`config.mk`:
```
export PLATFORM = sky130hd
export DESIGN_NAME = node_scheduler
export DESIGN_NICKNAME = d
export VERILOG_FILES = /design/src/rtl/node_pkg.sv /design/src/rtl/node_weight_bank.sv /design/src/rtl/node_scheduler.sv
export SDC_FILE = /design/constraint.sdc
export NUM_CORES = 1
export LEC_CHECK = 0
export CAP_MARGIN = 25
export CORE_ASPECT_RATIO = 0.6
export CORE_MARGIN = 4
export CORE_UTILIZATION = 54
export CTS_CLUSTER_SIZE = 25
export DETAILED_ROUTE_END_ITERATION = 10
export PLACE_DENSITY = 0.85
export SLEW_MARGIN = 20
export SYNTH_ARGS = -nofsm -noshare
export SYNTH_HDL_FRONTEND = slang
export SYNTH_SLANG_ARGS = --single-unit
```
`constraint.sdc`:
```
create_clock -name clk -period 2.9 [get_ports clk]
set_input_delay 0.58 -clock clk [delete_from_list [all_inputs] [get_ports clk]]
set_output_delay 0.58 -clock clk [all_outputs]
set_load 0.01 [all_outputs]
```
`src/rtl/node_pkg.sv`:
```
// Shared types for the node scheduler: datapath width default, FSM states, index type.
package node_pkg;

    localparam int NODE_WIDTH = 10;
    localparam int NODE_IDX_W = 2;

    typedef enum logic [1:0] {
        IDLE    = 2'd0,
        COMPUTE = 2'd1,
        EMIT    = 2'd2
    } sched_state_t;

    typedef logic [NODE_IDX_W-1:0] node_idx_t;

endpackage

```
`src/rtl/node_weight_bank.sv`:
```
// Per-neuron weight pair storage: one gated write port, one combinational read port on idx.
module node_weight_bank
    import node_pkg::*;
#(
    parameter int WIDTH     = NODE_WIDTH,
    parameter int NUM_NODES = 4,
    parameter int IDX_W     = 2
)(
    input  logic             clk,
    input  logic             reset,
    input  logic             i_we,
    input  logic [IDX_W-1:0] i_waddr,
    input  logic [WIDTH-1:0] i_wa,
    input  logic [WIDTH-1:0] i_wb,
    input  logic [IDX_W-1:0] i_ridx,
    output logic [WIDTH-1:0] o_wa,
    output logic [WIDTH-1:0] o_wb
);

    logic [WIDTH-1:0] w_wa_q [NUM_NODES];
    logic [WIDTH-1:0] w_wb_q [NUM_NODES];

    // Addresses with no matching entry (>= NUM_NODES) simply never hit a slot.
    generate
        for (genvar gi = 0; gi < NUM_NODES; gi++) begin : gen_entry
            logic [WIDTH-1:0] r_wa;
            logic [WIDTH-1:0] r_wb;

            always_ff @(posedge clk) begin
                if (reset) begin
                    r_wa <= '0;
                    r_wb <= '0;
                end else if (i_we && (i_waddr == IDX_W'(gi))) begin
                    r_wa <= i_wa;
                    r_wb <= i_wb;
                end
            end

            assign w_wa_q[gi] = r_wa;
            assign w_wb_q[gi] = r_wb;
        end
    endgenerate

    always_comb begin
        o_wa = '0;
        o_wb = '0;
        for (int i = 0; i < NUM_NODES; i++) begin
            if (i_ridx == IDX_W'(i)) begin
                o_wa = w_wa_q[i];
                o_wb = w_wb_q[i];
            end
        end
    end

endmodule

```
`src/rtl/node_scheduler.sv`:
```
// Time-multiplexes one external node datapath over NUM_NODES neurons per sample.
// Optional build macro NODE_SCHED_RELU_EN clamps negative node results to zero on capture.
module node_scheduler
    import node_pkg::*;
#(
    parameter int WIDTH     = NODE_WIDTH,
    parameter int NUM_NODES = 4,
    parameter int IDX_W     = 2
)(
    input  logic             clk,
    input  logic             reset,
    input  logic             cfg_we,
    input  logic [IDX_W-1:0] cfg_addr,
    input  logic [WIDTH-1:0] cfg_wa,
    input  logic [WIDTH-1:0] cfg_wb,
    input  logic             in_valid,
    output logic             in_ready,
    input  logic [WIDTH-1:0] in_x,
    input  logic [WIDTH-1:0] in_y,
    output logic [WIDTH-1:0] node_a,
    output logic [WIDTH-1:0] node_b,
    output logic [WIDTH-1:0] node_multA,
    output logic [WIDTH-1:0] node_multB,
    input  logic [WIDTH-1:0] node_result,
    output logic             out_valid,
    input  logic             out_ready,
    output logic [IDX_W-1:0] out_idx,
    output logic [WIDTH-1:0] out_data,
    output logic             busy,
    output logic             done
);

    localparam logic [IDX_W-1:0] LAST_IDX = IDX_W'(NUM_NODES - 1);

    sched_state_t     r_state;
    sched_state_t     w_state_next;
    logic [WIDTH-1:0] r_x;
    logic [WIDTH-1:0] r_y;
    logic [IDX_W-1:0] r_idx;
    logic [IDX_W-1:0] r_out_idx;
    logic [WIDTH-1:0] r_out_data;
    logic             r_out_valid;
    logic             r_done;
    logic [WIDTH-1:0] w_wa;
    logic [WIDTH-1:0] w_wb;
    logic [WIDTH-1:0] w_capture;
    logic             w_cfg_we;
    logic             w_last;

    // Weight writes only land while idle, so a pass always sees one consistent bank.
    assign w_cfg_we = cfg_we && (r_state == IDLE);
    assign w_last   = (r_idx == LAST_IDX);

    node_weight_bank #(
        .WIDTH     (WIDTH),
        .NUM_NODES (NUM_NODES),
        .IDX_W     (IDX_W)
    ) u_bank (
        .clk     (clk),
        .reset   (reset),
        .i_we    (w_cfg_we),
        .i_waddr (cfg_addr),
        .i_wa    (cfg_wa),
        .i_wb    (cfg_wb),
        .i_ridx  (r_idx),
        .o_wa    (w_wa),
        .o_wb    (w_wb)
    );

`ifdef NODE_SCHED_RELU_EN
    assign w_capture = node_result[WIDTH-1] ? '0 : node_result;
`else
    assign w_capture = node_result;
`endif

    always_comb begin
        w_state_next = r_state;
        in_ready     = 1'b0;
        busy         = 1'b0;
        node_a       = '0;
        node_b       = '0;
        node_multA   = '0;
        node_multB   = '0;
        case (r_state)
            IDLE: begin
                in_ready = 1'b1;
                if (in_valid) begin
                    w_state_next = COMPUTE;
                end
            end
            COMPUTE: begin
                busy         = 1'b1;
                node_a       = r_x;
                node_b       = r_y;
                node_multA   = w_wa;
                node_multB   = w_wb;
                w_state_next = EMIT;
            end
            EMIT: begin
                busy = 1'b1;
                if (out_ready) begin
                    w_state_next = w_last ? IDLE : COMPUTE;
                end
            end
            default: w_state_next = IDLE;
        endcase
    end

    always_ff @(posedge clk) begin
        if (reset) begin
            r_state     <= IDLE;
            r_x         <= '0;
            r_y         <= '0;
            r_idx       <= '0;
            r_out_idx   <= '0;
            r_out_data  <= '0;
            r_out_valid <= 1'b0;
            r_done      <= 1'b0;
        end else begin
            r_state <= w_state_next;
            r_done  <= 1'b0;
            case (r_state)
                IDLE: begin
                    if (in_valid) begin
                        r_x   <= in_x;
                        r_y   <= in_y;
                        r_idx <= '0;
                    end
                end
                COMPUTE: begin
                    r_out_data  <= w_capture;
                    r_out_idx   <= r_idx;
                    r_out_valid <= 1'b1;
                end
                EMIT: begin
                    if (out_ready) begin
                        r_out_valid <= 1'b0;
                        if (w_last) begin
                            r_done <= 1'b1;
                        end else begin
                            r_idx <= r_idx + IDX_W'(1);
                        end
                    end
                end
                default: ;
            endcase
        end
    end

    assign out_valid = r_out_valid;
    assign out_idx   = r_out_idx;
    assign out_data  = r_out_data;
    assign done      = r_done;

endmodule
```
# Yosys cells after proc, flatten, opt, wreduce, memory -nomap -nowiden
# Cells that the tools add are included.
[classes]
add_sub_neg = 1
eq_ne = 11
muxes = 25
bitwise = 2
n_reduce_logical = 16
[ops]
columns = ["op", "n"]
rows = [
  ["10-bit two-way mux", 12],
  ["2-bit equality test (second input constant)", 5],
  ["2-bit two-way mux", 5],
  ["2-bit by 1-bit equality test with 1-bit output (second input constant)", 3],
  ["2-bit logical NOT", 3],
  ["2-bit inequality test (second input constant)", 3],
  ["2-bit one-hot mux with 3 select lines", 1],
  ["2-bit AND reduction", 3],
  ["1-bit logical AND", 5],
  ["1-bit two-way mux", 5],
  ["2-bit one-hot mux with 2 select lines", 1],
  ["4-bit AND reduction", 1],
  ["2-bit nonzero test", 2],
  ["3-bit OR reduction", 1],
  ["2-bit by 1-bit adder with 2-bit output (second input constant)", 1],
  ["1-bit NOT", 2],
  ["1-bit one-hot mux with 2 select lines", 1],
  ["2-bit OR reduction", 1],
]
[word_totals]
reg_bits = 118
out_inout_bits = 56
word_cells = 71

# Logic depth before layout (Yosys ltp)
# Gate-level depths: netlist of the first run.
[depth]
ltp_word = 6
mapped_depth = 7

# Hierarchy
# From an unflattened synthesis of the first run, not the netlist that was laid out.
[hier_totals]
cells_unflattened = 525
hier_area_um2 = 5455.2
[by_module_without_submodules]
columns = ["module", "instances", "cells_each", "area_per_inst_um2", "seq_area_each_um2"]
rows = [
  ["node_weight_bank", 1, 310, 3651.0, 1601.5],
  ["node_scheduler", 1, 215, 1804.2, 760.7],
]

# Worst setup path after synthesis of the first run
# Ideal clock, no wire load.
[synth_path]
path_kind = "register to output"
start = "register r_idx[1]"
end = "output port node_multA[8]"
t_arrival_ps = 1405
required_time_ps = 2320
setup_slack_ps = 915
path_stages_with_launch = 7
n_path_buf = 1
path_cell_list = "dfxtp_1 -> inv_1 -> ha_1 -> nor2b_1 -> buf_2 -> a221oi_1 -> o31ai_1"
[synth_between]
elab_chain_len = 6
[synth_rtl]
columns = ["item", "line_no", "rtl"]
rows = [
  ["start, declared", "node_scheduler.sv:39", "logic [IDX_W-1:0] r_idx;"],
  ["start signal, assigned", "node_scheduler.sv:141", "r_idx <= r_idx + IDX_W'(1);"],
  ["2-bit logical NOT", "node_weight_bank.sv:48", "if (i_ridx == IDX_W'(i)) begin"],
  ["10-bit two-way mux (3 in series)", "node_weight_bank.sv:48", ""],
  ["10-bit two-way mux *", "node_weight_bank.sv:48", ""],
  ["10-bit two-way mux *", "node_scheduler.sv:84", "case (r_state)"],
  ["end, declared", "node_scheduler.sv:22", "output logic [WIDTH-1:0] node_multA,"],
]
# Mark *: on every way between the ends. The rest lies on a longest branch, timed or not.

# Final worst setup path of the first run
[layout_path]
start = "register r_idx[1]"
end = "output port node_multA[0]"
# The elaborated chain is that of the path after synthesis.

==> metrics.txt, run 1 <==
Reg area=roughly 2400 um2; largest net degree at the start of global routing=71; total track usage=between 20% and 30%; CTS Root Cell=clkbuf_16; synth unique cells=27; VDD IR max=0.467 mV; P_leak=roughly 2.5 nW; flop-to-flop setup slack=around 840 ps; chip height=82.9 um; Pint=3.38 mW; H-tree Lvls=4; Final WS setup=~24 ps; final std cells w/o fill=883; Clock Power Share=between 40 and 50%; vias=a little over 5000; max-slew violation count=0; layout cells sized above 1=under 10%; IO Pins=113; hpwl dp=about 9.7 mm; # diodes=0; Top delay family on crit path=buffers and inverters; Final setup viols=0; Bufs and invs on worst path=4; Vias/cell=5.73; Crit. End Element=primary output; port bufs=between 100 and 150; min-delay src=u_bank.gen_entry[1].r_wb[0]$_SDFFE_PP0P_; fin nets=808; final clock skew=4.93 ps; Area Overhead vs Synth=34.7%; post-route core utilization=between 70% and 80%; Final ANT Viol Nets=0; worst hold slack=~450 ps; kind of critical path=reg2out; Worst R2R End=u_bank.gen_entry[2].r_wa[2]$_SDFFE_PP0P_; crit path DAT=2300 ps; dpl ws=181 ps; worst reg2reg startpoint=r_state[0]$_SDFFE_PP0P_; Worst-Skew Late Latency=a little over 400 ps; Hold Fails Final Rpt=0; Site Rows=27; final wirelength=around 15 mm; Worst Setup SP=r_idx[1]$_SDFFE_PP0P_; number of global-route vias before repair=a little over 5000; first-pass GRT wire length=approximately 25 mm; critical path's slowest cell=dfxtp_2; EDFF count, synth=0; initial core utilization=a little under three fifths; commonest non-fill, non-tap cell in the layout=nand2_1; PwrDens=slightly below 700 nW/um2; most used flip-flop cell after synthesis=dfxtp_1; CP max stage delay=around 370 ps; crit-path max FO=9; total grt overflow=0; Max Clock Freq=about 350 MHz; final instance area=6810 um2; Max-Cap Viols=0; worst-margin pin slew=657 ps; initial antenna violation count=0; CTS buffer count=17; Avg Inst Size Synth=7.82 um2; CORE AREA=a little over 9000 um2; status=finished clean; Initial DRT Pass Iterations=7; placed cells=around 850; area of the multi-input gates=~2500 um2; Tcrit/Tclk final=99.2%; HP Class=reg2reg; Synth Net Count=between 700 and 800; crit path launch type=flip-flop; Residual DRC=0; RSZ-0062 raised after global routing=yes; Synth async-reset ratio=0%; die area=roughly 11000 um2; violation count after the first detailed-route iteration=between 600 and 700; CTS max path bufs=2; Placed Instance Area=approximately 6300 um2; Worst Hold End=u_bank.gen_entry[1].r_wb[0]$_SDFFE_PP0P_; clk slew on worst S/H paths=50 ps; Routed wire per std cell=17.4 um; Mapped Area=5050 um2; # clock sinks=118; sw frac=27.0%; r2r worst-path depth=6; post-synthesis register bit count=around 120; sequential share of power=approximately two fifths; Worst slew margin=between 50% and 60%; YS warnings=0; CP required=2320 ps; Net Switching=about 1.3 mW; worst-path cell chain=inv_1 > ha_1 > nor2b_1 > buf_6 > buf_4 > a221oi_1 > o31ai_1 > dlygate4sd2_1; Comb pwr share=18.9%; Die Width=about 130 um; commonest non-fill, non-tap cells in the layout=204 x nand2_1, 116 x dfxtp_1, 103 x a21oi_1; crit path time final=about 2900 ps; Worst Hold Depth=2; Placer Congestion=roughly 0.87; Fill cells=roughly 670; Post-Syn Instances=646; sequential area share after synthesis=between 40% and 50%; TritonCTS clock tree=built
## registers in the layout, summed over array words and instances, names as in the netlist
| register | flops |
|---|---|
| u_bank.gen_entry.r_wb | 40 |
| u_bank.gen_entry.r_wa | 40 |
| out_data | 10 |
| done | 1 |
| r_idx | 2 |
| out_idx | 2 |
| r_x | 10 |
| out_valid | 1 |
| r_state | 2 |
| r_y | 10 |
## area by class of cell
cell class / count / area share [%]
Tap cell: 130 / 2.39
Timing Repair Buffer: 131 / 18.4
Multi-Input combinational cell: 469 / 36.0
Inverter: 6 / 0.331
Clock buffer: 25 / 7.43
Clock inverter: 4 / 0.662
Sequential cell: 118 / 34.7
## layer usage
metal	vias up	global-route usage, %	routed length, um
li1	2360	-	-
met4	0	10.6	284
met2	269	43.8	7110
met3	40	10.0	1470
met5	-	0	0
met1	2393	34.7	6490
## cell families (layout without fill, tap and decap cells)
logic type	after synthesis	after routing	share of synthesized area (%)
adder cells (fa/ha/maj)	8	8	1.98
multiplexers	14	14	2.77
AO/OA/AOI/OAI	147	147	17.3
buffers and inverters	59	166	4.90
flip-flops	118	118	46.8
AND/OR/NAND/NOR	300	300	26.3
## per-stage QoR
| step | power, mW | TNS (ps) |
|---|---|---|
| floorplan | 2.31 | 0 |
| global placement | 2.64 | 0 |
| detailed placement | 2.68 | 0 |
| CTS | 4.64 | 0 |
| global route | 4.80 | -56.8 |
| finish | 4.64 | 0 |
## power groups by stage
stage | Sequential (mW) | Clock, mW | Combinational (mW)
final | 1.81 | 1.95 | 0.878
after CTS | 1.80 | 1.97 | 0.866
after detailed placement | 1.83 | 0 | 0.847
after global routing | 1.82 | 2.04 | 0.945
after global placement | 1.83 | 0 | 0.815
after floorplan | 1.83 | 0 | 0.482
## worst max-delay path by stage
stage	slack [ps]	depth (start not counted)	to
after CTS	10	8	node_multA[1]
final	20	8	node_multA[0]
after global routing	-30	8	node_multB[8]
after global placement	320	7	node_multA[1]
after floorplan	920	6	node_multA[8]
after detailed placement	180	7	node_multA[3]
## tightest hold or removal path: stages (launching register included)
cell and delay, ps:
dfxtp_1 300, nand2_1 50, a21oi_1 50
## synthesized netlist by cell type, drive strengths merged, types with 4 or more instances
master | n | area (um2)
nor2 | 14 | 52.6
buf | 23 | 113
o31ai | 20 | 150
nor2b | 25 | 156
and2 | 21 | 131
a21oi | 103 | 515
nand2b | 4 | 25.0
clkbuf | 30 | 113
ha | 8 | 100
a221oi | 20 | 175
dfxtp | 118 | 2360
mux2i | 14 | 140
inv | 6 | 22.5
nand3 | 23 | 115
nand2 | 204 | 766
## repair_timing
action | in CTS | in global routing
pin swaps | 3 | 4
endpoints found under the setup margin | 22 | 10
setup buffers | 3 | 0
resized for setup | 25 | 16
hold buffers | 0 | 0
Note: power is estimated with default switching activity, not from simulation.
==> run 2: changes to the inputs <==
--- a/config.mk
+++ b/config.mk
@@ -5,6 +5,7 @@
 export SDC_FILE = /design/constraint.sdc
 export NUM_CORES = 1
 export LEC_CHECK = 0
+export ABC_AREA = 1
 export CAP_MARGIN = 25
 export CORE_ASPECT_RATIO = 0.6
 export CORE_MARGIN = 4
==> run 2 against run 1 <==
  * Register-to-register slack is essentially flat
  * Maximum frequency grew 1.4%
  * Critical path type unchanged
  * Final area grew 2.7%
  * Largest power group is now combinational logic
  * Clock power grew 17%
  * Setup slack gained 40 ps
  * Total power grew 44%
  * Highest routed layer unchanged
  * Global-route usage grew 3.1 points
  * Non-clock buffer count shrank 2
  * Synthesized area grew 0.99%
==> metrics.txt, run 2 <==
status=finished clean (unchanged); worst-margin pin slew=850 ps (was 657 ps); flop-to-flop setup slack=850 ps (was 840 ps); port bufs=112 (unchanged); initial core utilization=55.5% (was 55.2%); sequential area share after synthesis=46.3% (was 46.8%); post-synthesis register bit count=118 (unchanged); Site Rows=27 (unchanged); Worst Hold End=u_bank.gen_entry[1].r_wb[7]$_SDFFE_PP0P_ (was u_bank.gen_entry[1].r_wb[0]$_SDFFE_PP0P_); worst reg2reg startpoint=r_state[1]$_SDFFE_PP0P_ (was r_state[0]$_SDFFE_PP0P_); Area Overhead vs Synth=37.1% (was 34.7%); Pint=4.36 mW (was 3.38 mW); # diodes=0 (unchanged); VDD IR max=0.675 mV (was 0.467 mV); violation count after the first detailed-route iteration=879 (was 611); crit-path max FO=13 (was 9); top flop regs=u_bank.gen_entry.r_wa (40), u_bank.gen_entry.r_wb (40) (unchanged); fin nets=892 (was 808); layout cells sized above 1=7.26% (was 7.70%); Worst R2R End=u_bank.gen_entry[1].r_wa[6]$_SDFFE_PP0P_ (was u_bank.gen_entry[2].r_wa[2]$_SDFFE_PP0P_); CTS max path bufs=2 (unchanged); Final setup viols=0 (unchanged); Vias/cell=5.68 (was 5.73); crit path DAT=2260 ps (was 2300 ps); Synth async-reset ratio=0% (unchanged); largest net degree at the start of global routing=71 (unchanged); # clock sinks=118 (unchanged); first-pass GRT wire length=27.3 mm (was 24.6 mm); crit path time final=2840 ps (was 2880 ps); total track usage=30.8% (was 27.7%); initial antenna violation count=0 (unchanged); Placer Congestion=0.913 (was 0.868); crit path launch type=flip-flop (unchanged); Mapped Area=5100 um2 (was 5050 um2); Crit. End Element=primary output (unchanged); largest area contributor in the netlist=dfxtp_1 (unchanged); Tcrit/Tclk final=97.8% (was 99.2%); HP Class=reg2reg (unchanged); synth unique cells=19 (was 27); Max-Cap Viols=0 (unchanged); min-delay src=u_bank.gen_entry[1].r_wb[7]$_SDFFE_PP0P_ (was u_bank.gen_entry[1].r_wb[0]$_SDFFE_PP0P_); post-route core utilization=76.1% (was 74.3%); total grt overflow=0 (unchanged); PwrDens=956 nW/um2 (was 681 nW/um2); Max Clock Freq=353 MHz (was 348 MHz); most used flip-flop cell after synthesis=dfxtp_1 (unchanged); hpwl dp=11.3 mm (was 9.66 mm); H-tree Lvls=4 (unchanged); IO Pins=113 (unchanged); Synth top cells by count=230 x nor2_1, 130 x o21ai_0, 118 x dfxtp_1 (was 204 x nand2_1, 118 x dfxtp_1, 103 x a21oi_1); Die Width=133 um (about the same); Final ANT Viol Nets=0 (unchanged); Hold Fails Final Rpt=0 (unchanged); Synth top area share=46.3% (was 46.8%); P_leak=3.12 nW (was 2.52 nW); sw frac=34.9% (was 27.0%); CTS Root Cell=clkbuf_16 (unchanged); die area=11100 um2 (was 11000 um2); CTS buffer count=17 (unchanged); sequential share of power=31.6% (was 39.0%); YS warnings=0 (unchanged); kind of critical path=reg2out (unchanged); top cells by area, synth=dfxtp_1 46%, nor2_1 17%, o21ai_0 13%, nand2_1 5.6%, a21oi_1 4.4% (was dfxtp_1 47%, nand2_1 15%, a21oi_1 10%, a221oi_1 3.5%, nor2b_1 3.1%); count leader, synth=nor2_1 (was nand2_1); post-CTS setup buffer count=0 (was 3); TritonCTS clock tree=built (unchanged); commonest non-fill, non-tap cells in the layout=230 x nor2_1, 130 x o21ai_0, 116 x dfxtp_1 (was 204 x nand2_1, 116 x dfxtp_1, 103 x a21oi_1); Initial DRT Pass Iterations=6 (was 7); Clock Power Share=34.1% (was 42.1%); EDFF count, synth=0 (unchanged); final clock skew=5.87 ps (was 4.93 ps); Post-Syn Instances=732 (was 646); commonest non-fill, non-tap cell in the layout=nor2_1 (was nand2_1); Synth Net Count=797 (was 711); clk slew on worst S/H paths=60 ps (was 50 ps); Residual DRC=0 (unchanged); Avg Inst Size Synth=6.97 um2 (was 7.82 um2); CP required=2320 ps (about the same); Worst slew margin=43.2% (was 56.2%); chip height=83.3 um (was 82.9 um); r2r worst-path depth=8 (was 6); final wirelength=17.4 mm (was 15.4 mm); setup TNS=0 ps (unchanged); Net Switching=2.33 mW (was 1.25 mW); vias=5513 (was 5062); Worst Hold Depth=2 (unchanged); CORE AREA=9190 um2 (was 9160 um2); Routed wire per std cell=17.9 um (was 17.4 um); Worst-Skew Late Latency=410 ps (about the same); number of global-route vias before repair=5338 (was 5029); Comb pwr share=34.3% (was 18.9%); max-slew violation count=0 (unchanged)
## run 2: cell types whose count changed in the layout (fill, tap and decap cells not counted), sizes merged, moves of 21 or more
cell / delta
nor2: +216
a21oi: -58
nand2: -127
and2: -21
inv: +34
o21ai: +133
nor2b: -25
## run 2: area by class of cell
cell class | count | area [um2]
Inverter | 41 | 156
Sequential cell | 118 | 2360
Clock inverter | 11 | 173
Fill cell | 627 | 2200
Multi-Input combinational cell | 520 | 2340
Clock buffer | 21 | 470
Tap cell | 130 | 163
Timing Repair Buffer | 129 | 1320
## run 2: timing repair
item / CTS / global route
gates cloned: 0 / 1
endpoints found under the setup margin: 16 / 20
hold buffers: 0 / 0
resized for setup: 4 / 19
hold endpoints to repair: 0 / 0
## run 2: worst max-delay path by stage
stage                     startpoint            end  slack, ps  depth (start not counted)
6_report       r_idx[1]$_SDFFE_PP0P_  node_multA[7]         60                          8
5_1_grt        r_idx[1]$_SDFFE_PP0P_  node_multA[7]        -40                          8
4_1_cts        r_idx[1]$_SDFFE_PP0P_  node_multA[2]          5                          7
3_5_place_dp   r_idx[1]$_SDFFE_PP0P_  node_multA[2]        400                          7
3_3_place_gp   r_idx[1]$_SDFFE_PP0P_  node_multB[5]        440                          7
2_1_floorplan  r_idx[0]$_SDFFE_PP0P_  node_multA[0]        990                          6
## run 2: cells by family (layout without fill, tap and decap cells)
| kind of cell | after synthesis | in the layout | share of synthesized area [%] |
|---|---|---|---|
| simple gates | 312 | 312 | 23.3 |
| fa+ha+maj | 8 | 8 | 1.96 |
| buf+inv | 94 | 202 | 7.82 |
| compound gates | 200 | 200 | 20.6 |
| flops | 118 | 118 | 46.3 |
## run 2: metrics by stage
stage | setup WS, ps | std cells | instance area [um2] | hold slack, ps | power [mW]
after floorplan | 994 | 732 | 5100 | 450 | 3.38
after global placement | 442 | 937 | 6270 | 459 | 4.20
after detailed placement | 402 | 937 | 6270 | 470 | 4.28
after CTS | 5.16 | 969 | 6920 | 482 | 6.60
after global routing | -36.5 | 970 | 6990 | 508 | 7.02
final | 64.6 | 970 | 6990 | 484 | 6.69
## run 2: critical path, stage by stage, from the launching register on
cell and delay (ps):
dfxtp_2 340, inv_1 110, ha_2 220, buf_6 170
nand2_1 110, nand2_1 90, o211ai_1 90, a21oi_1 150
clkdlybuf4s50_1 570
## run 2: per-layer routing
| layer | up-vias | track usage [%] | wire (um) | share of wire (%) |
|---|---|---|---|---|
| met4 | 0 | 9.71 | 390 | 2.2 |
| li1 | 2546 | - | - | - |
| met5 | - | 0 | 0 | 0 |
| met2 | 335 | 44.9 | 7400 | 43 |
| met1 | 2574 | 42.5 | 7640 | 44 |
| met3 | 58 | 11.1 | 1940 | 11 |
## run 2: power by group through the flow
stage | Sequential, mW | Clock [mW] | Combinational [mW]
after floorplan | 2.10 | 0 | 1.27
final | 2.11 | 2.28 | 2.29
after detailed placement | 2.12 | 0 | 2.16
after global placement | 2.11 | 0 | 2.10
after global routing | 2.14 | 2.37 | 2.51
after CTS | 2.10 | 2.29 | 2.21
